File: src/rtl/doa_scan_ctrl.sv
// Direction-of-arrival sweep sequencer: walks the steering ROM over every look
// direction, follows the delayed power returns and reports the strongest angle.
module doa_scan_ctrl #(
   parameter int WORD_LENGTH     = 16,
   parameter int WORD_LENGTH_OUT = (WORD_LENGTH*2+3)*2+1,
   parameter int N_ANGLES        = 181,
   parameter int ADDR_W          = 8,
   parameter int PIPE_LAT        = 3
) (
   input  logic                              clk,
   input  logic                              rst_n,
   input  logic                              start,
   input  logic                              abort,
   input  logic signed [WORD_LENGTH_OUT-1:0] pwr_in,
   output logic [ADDR_W-1:0]                 steer_addr,
   output logic                              steer_valid,
   output logic                              x_hold,
   output logic                              busy,
   output logic                              done,
   output logic [ADDR_W-1:0]                 peak_idx,
   output logic signed [WORD_LENGTH_OUT-1:0] peak_pwr
);

   typedef enum logic [1:0] {IDLE, ISSUE, DRAIN, DONE} state_t;

   localparam logic [ADDR_W-1:0] LAST_ADDR = ADDR_W'(N_ANGLES - 1);
   localparam logic signed [WORD_LENGTH_OUT-1:0] MOST_NEG =
      {1'b1, {(WORD_LENGTH_OUT-1){1'b0}}};

   state_t                            state_reg, state_next;
   logic [ADDR_W-1:0]                 addr_reg;
   logic [ADDR_W-1:0]                 ret_reg;
   logic [ADDR_W-1:0]                 idx_reg;
   logic [ADDR_W-1:0]                 peak_idx_reg;
   logic signed [WORD_LENGTH_OUT-1:0] max_reg;
   logic signed [WORD_LENGTH_OUT-1:0] peak_pwr_reg;
   logic [PIPE_LAT-1:0]               dl_reg, dl_next;
   logic                              launch, flush, tap, pending, load_peak;

   assign launch  = (state_reg == IDLE) && start && !abort;
   assign flush   = (state_reg != IDLE) && abort;
   assign tap     = dl_reg[PIPE_LAT-1];
   // Any valid still travelling behind the tap keeps the sweep draining.
   assign pending = |(dl_reg << 1);

   genvar gi;
   generate
      for (gi = 0; gi < PIPE_LAT; gi++) begin : g_dl
         if (gi == 0) begin : g_head
            assign dl_next[gi] = steer_valid & ~flush;
         end else begin : g_body
            assign dl_next[gi] = dl_reg[gi-1] & ~flush;
         end
      end
   endgenerate

   always_comb begin
      state_next  = state_reg;
      steer_valid = 1'b0;
      busy        = 1'b1;
      done        = 1'b0;
      load_peak   = 1'b0;
      case (state_reg)
         IDLE: begin
            busy = 1'b0;
            if (launch) state_next = ISSUE;
         end
         ISSUE: begin
            steer_valid = 1'b1;
            if (abort)                      state_next = IDLE;
            else if (addr_reg == LAST_ADDR) state_next = DRAIN;
         end
         DRAIN: begin
            if (abort)         state_next = IDLE;
            else if (!pending) state_next = DONE;
         end
         DONE: begin
            state_next = IDLE;
            done       = !abort;
            load_peak  = !abort;
         end
         default: state_next = IDLE;
      endcase
   end

   assign x_hold     = busy;
   assign steer_addr = addr_reg;
   // The result is shown combinationally in the DONE cycle so an abort there can still veto it.
   assign peak_idx   = load_peak ? idx_reg : peak_idx_reg;
   assign peak_pwr   = load_peak ? max_reg : peak_pwr_reg;

   always_ff @(posedge clk) begin
      if (!rst_n) state_reg <= IDLE;
      else        state_reg <= state_next;
   end

   always_ff @(posedge clk) begin
      if (!rst_n) begin
         addr_reg     <= '0;
         ret_reg      <= '0;
         idx_reg      <= '0;
         max_reg      <= '0;
         peak_idx_reg <= '0;
         peak_pwr_reg <= '0;
         dl_reg       <= '0;
      end else begin
         dl_reg <= dl_next;

         if (launch)
            addr_reg <= '0;
         else if (state_reg == ISSUE && addr_reg != LAST_ADDR)
            addr_reg <= addr_reg + 1'b1;

         if (launch) begin
            max_reg <= MOST_NEG;
            idx_reg <= '0;
            ret_reg <= '0;
         end else if (tap) begin
            ret_reg <= ret_reg + 1'b1;
            if (pwr_in > max_reg) begin
               max_reg <= pwr_in;
               idx_reg <= ret_reg;
            end
         end

         if (load_peak) begin
            peak_idx_reg <= idx_reg;
            peak_pwr_reg <= max_reg;
         end
      end
   end

endmodule
File: config.mk
export PLATFORM = sky130hd
export DESIGN_NAME = doa_scan_ctrl
export DESIGN_NICKNAME = d
export VERILOG_FILES = /design/src/rtl/doa_scan_ctrl.sv
export SDC_FILE = /design/constraint.sdc
export NUM_CORES = 1
export LEC_CHECK = 0
export BUFFER_PORTS_ARGS = -buffer_cell sky130_fd_sc_hd__buf_2
export CORE_UTILIZATION = 40
export DETAILED_ROUTE_END_ITERATION = 10
export PLACE_DENSITY = 0.6
export SKIP_LAST_GASP = 1
export SYNTH_ARGS = -nofsm -noshare
export SYNTH_HDL_FRONTEND = slang
export SYNTH_SLANG_ARGS = --single-unit
File: constraint.sdc
create_clock -name clk -period 3.1 [get_ports clk]
set_clock_uncertainty 0.1 [all_clocks]
set_input_delay 0.465 -clock clk [delete_from_list [all_inputs] [get_ports clk]]
set_output_delay 0.465 -clock clk [all_outputs]
set_load 0.02 [all_outputs]
==> summary.md <==
| Metric | Value |
|---|---|
| Outcome | `completed` |
| CTS Buffer Depth | `2` |
| Register clock-pin slew on the reported worst setup and hold paths | `0.07 ns` |
| Final setup violating endpoints | `0` |
| Post-place setup slack | `-0.0419 ns` |
| Pins Over Slew Limit | `0` |
| # fillers | `2,268` |
| Worst slew margin | `39.7%` |
| Pre-antenna DRT Iters | `4` |
| Unrepaired setup endpoints after global routing | `false` |
| CTS tree | `yes` |
| Port bufs | `165` |
| Die width | `156 µm` |
| Initial Util | `40.8%` |
| Sum Neg Setup Slack | `0 ns` |
| Tmin final | `2.89 ns` |
| Iteration-0 DRC Markers | `366` |
| Post-DP HPWL | `16,700 µm` |
| Routed wire length | `22,900 µm` |
| Routed vias | `7,462` |
| Drt drc | `0` |
| Crit Path Class | `register to register` |
| Worst setup EP type | `register` |
| Critical Path AT | `3.10 ns` |
| Max cap viols | `0` |
| Nets | `1,301` |
| Startpoint Class | `register` |
| DR WL/cell | `15.4 µm` |
| Period Utilization, post-route | `93.4%` |
| Crit Path Max Fanout | `19` |
| Area growth syn-to-layout | `19.2%` |
| Main synth FF type | `dfxtp_1` |
| # rows | `56` |
| Syn nets | `1,153` |
| Synthesis-stage register bit count | `179` |
| Core Footprint | `23,400 µm²` |
| Hold buffers post-CTS | `0` |
| Synth Instances | `1,004` |
| Final hold vios | `0` |
| Setup bufs post-CTS | `0` |
| EDFF count, synth | `0` |
| I/O pins | `166` |
| Total CTS buffers | `17` |
| Vias per inst | `5.03` |
| Distinct cells, synth | `55` |
| Max H-tree Level | `4` |
| Final core occ | `48.6%` |
| Vias in the first global route | `7,083` |
| Routed Antenna Nets | `0` |
| Sink Count | `179` |
| Die ar. | `24,500 µm²` |
| Max Clock Freq | `346 MHz` |
| Post-Place Cells | `1,452` |
| GRT Overall Usage | `19.5%` |
| Largest net degree at the start of global routing | `86` |
| Yosys Warn Count | `0` |
| Worst EP required | `3.31 ns` |
| Gpl congestion | `0.782` |
| Least-Margin Pin Slew | `0.903 ns` |
| Asr flop ratio synth | `0%` |
| Die Span Y | `156 µm` |
| PnR worst setup slack | `0.206 ns` |
| Post-cts resize count | `0` |
| Pleak | `4.47 nW` |
| Grt ovf | `0` |
| Maximum VDD drop | `0.297 mV` |
| Initial antenna violation count | `1` |
| Worst hold path class | `input pin to register` |
| Fraction of layout cells with a size suffix above 1 | `27.2%` |
| Seq/Total Area, Yosys | `37.6%` |
| First-pass GRT wire length | `37,400 µm` |
| Clk_lat worst skew | `0.43 ns` |
| Pwr/cell area | `434 nW/µm²` |
| Syn Area/Cell | `9.50 µm²` |
| Post-Syn Area | `9540 µm²` |
| Root Buffer Master | `clkbuf_16` |
| Final Non-Filler Cells | `1,484` |
placed cells by master, fill, tap and decap left out, types with 3 or more instances in the layout:
master,count
clkbuf_16,17
inv_1,77
a21o_1,3
o31ai_4,60
buf_2,165
nand3_1,18
clkinvlp_4,4
nor2_1,24
and2_1,79
o31ai_2,9
and3_1,4
buf_4,22
inv_6,3
a21oi_1,42
ha_1,74
buf_12,12
xor2_1,10
o21ai_0,89
dfxtp_1,179
clkinv_2,3
xnor2_1,3
nand4_1,89
o21ai_1,5
nand2_1,119
nand4_2,3
nor2b_1,3
worst max-delay path: stages, from the launching register on:
cell	delay [ns]
dfxtp_1	0.31
inv_1	0.08
ha_1	0.34
nand4_1	0.17
nor4_4	0.45
and3_1	0.27
nor2b_1	0.15
a22oi_1	0.12
and4_4	0.22
nor2_8	0.20
buf_12	0.28
o31ai_4	0.08
where the power goes:
| part | internal (mW) | switching, mW | total, mW |
|---|---|---|---|
| logic | 0.163 | 0.325 | 0.488 |
| registers | 2.30 | 0.00362 | 2.31 |
| clock network | 1.19 | 0.948 | 2.13 |
| total | 3.65 | 1.28 | 4.93 |
routing by layer:
metal  up-vias  track usage, %  routed length (µm)  share of wire, %
li1       3851               -                   -                 -
met1      3454            27.1               11400                50
met2       141            30.7               10400                46
met3        16            3.10                 751               3.3
met4         0            5.93                 294               1.3
met5         -               0                   0                 0
final timing paths:
check / endpoint / cells after the start / from / slack (ns)
hold / removal: max_reg[0] / 3 / pwr_in[0] / 0.21
setup / recovery: max_reg[34] / 11 / max_reg[58] / 0.21
setup reg to reg: max_reg[34] / 11 / max_reg[58] / 0.21
hold reg to reg: max_reg[70] / 2 / max_reg[70] / 0.37
area by class of cell:
type	instances	area, µm²	share of cell area (%)
multi-input combinational	677	5300	46.6
sequential	179	3580	31.5
timing repair buffer	199	1230	10.8
clock buffer	19	433	3.81
tap	319	399	3.51
inverter	78	293	2.57
clock inverter	12	131	1.16
antenna	1	2.50	0.0220
cell families after synthesis:
| group | Yosys count | share of synthesized area, % |
|---|---|---|
| adder cells (fa/ha/maj) | 74 | 9.70 |
| multiplexers | 2 | 0.210 |
| flip-flops | 179 | 37.6 |
| buffers and inverters | 148 | 7.16 |
| XOR/XNOR | 13 | 1.19 |
| AO/OA/AOI/OAI | 226 | 23.6 |
| AND/OR/NAND/NOR | 362 | 20.6 |
metrics by stage:
stage | area [µm²] | total power [mW] | hold WS [ns]
after floorplan | 9540 | 2.65 | 0.353
after global placement | 10800 | 2.85 | 0.360
after detailed placement | 10800 | 2.85 | 0.365
after CTS | 11400 | 4.99 | 0.192
after global routing | 11400 | 5.15 | 0.213
final | 11400 | 4.93 | 0.210
synth_stat cells (9+ instances only):
cell / n / area (µm²)
clkbuf_1: 53 / 199
and2_1: 79 / 494
o21ai_0: 89 / 445
dfxtp_1: 179 / 3580
o31ai_4: 60 / 1280
ha_1: 74 / 926
nand4_1: 89 / 557
nand3_1: 18 / 90.1
o31ai_2: 9 / 113
inv_1: 77 / 289
xor2_1: 10 / 87.6
a21oi_1: 42 / 210
nand2_1: 119 / 447
nor2_1: 24 / 90.1
Note: power is estimated with default switching activity, not from simulation.
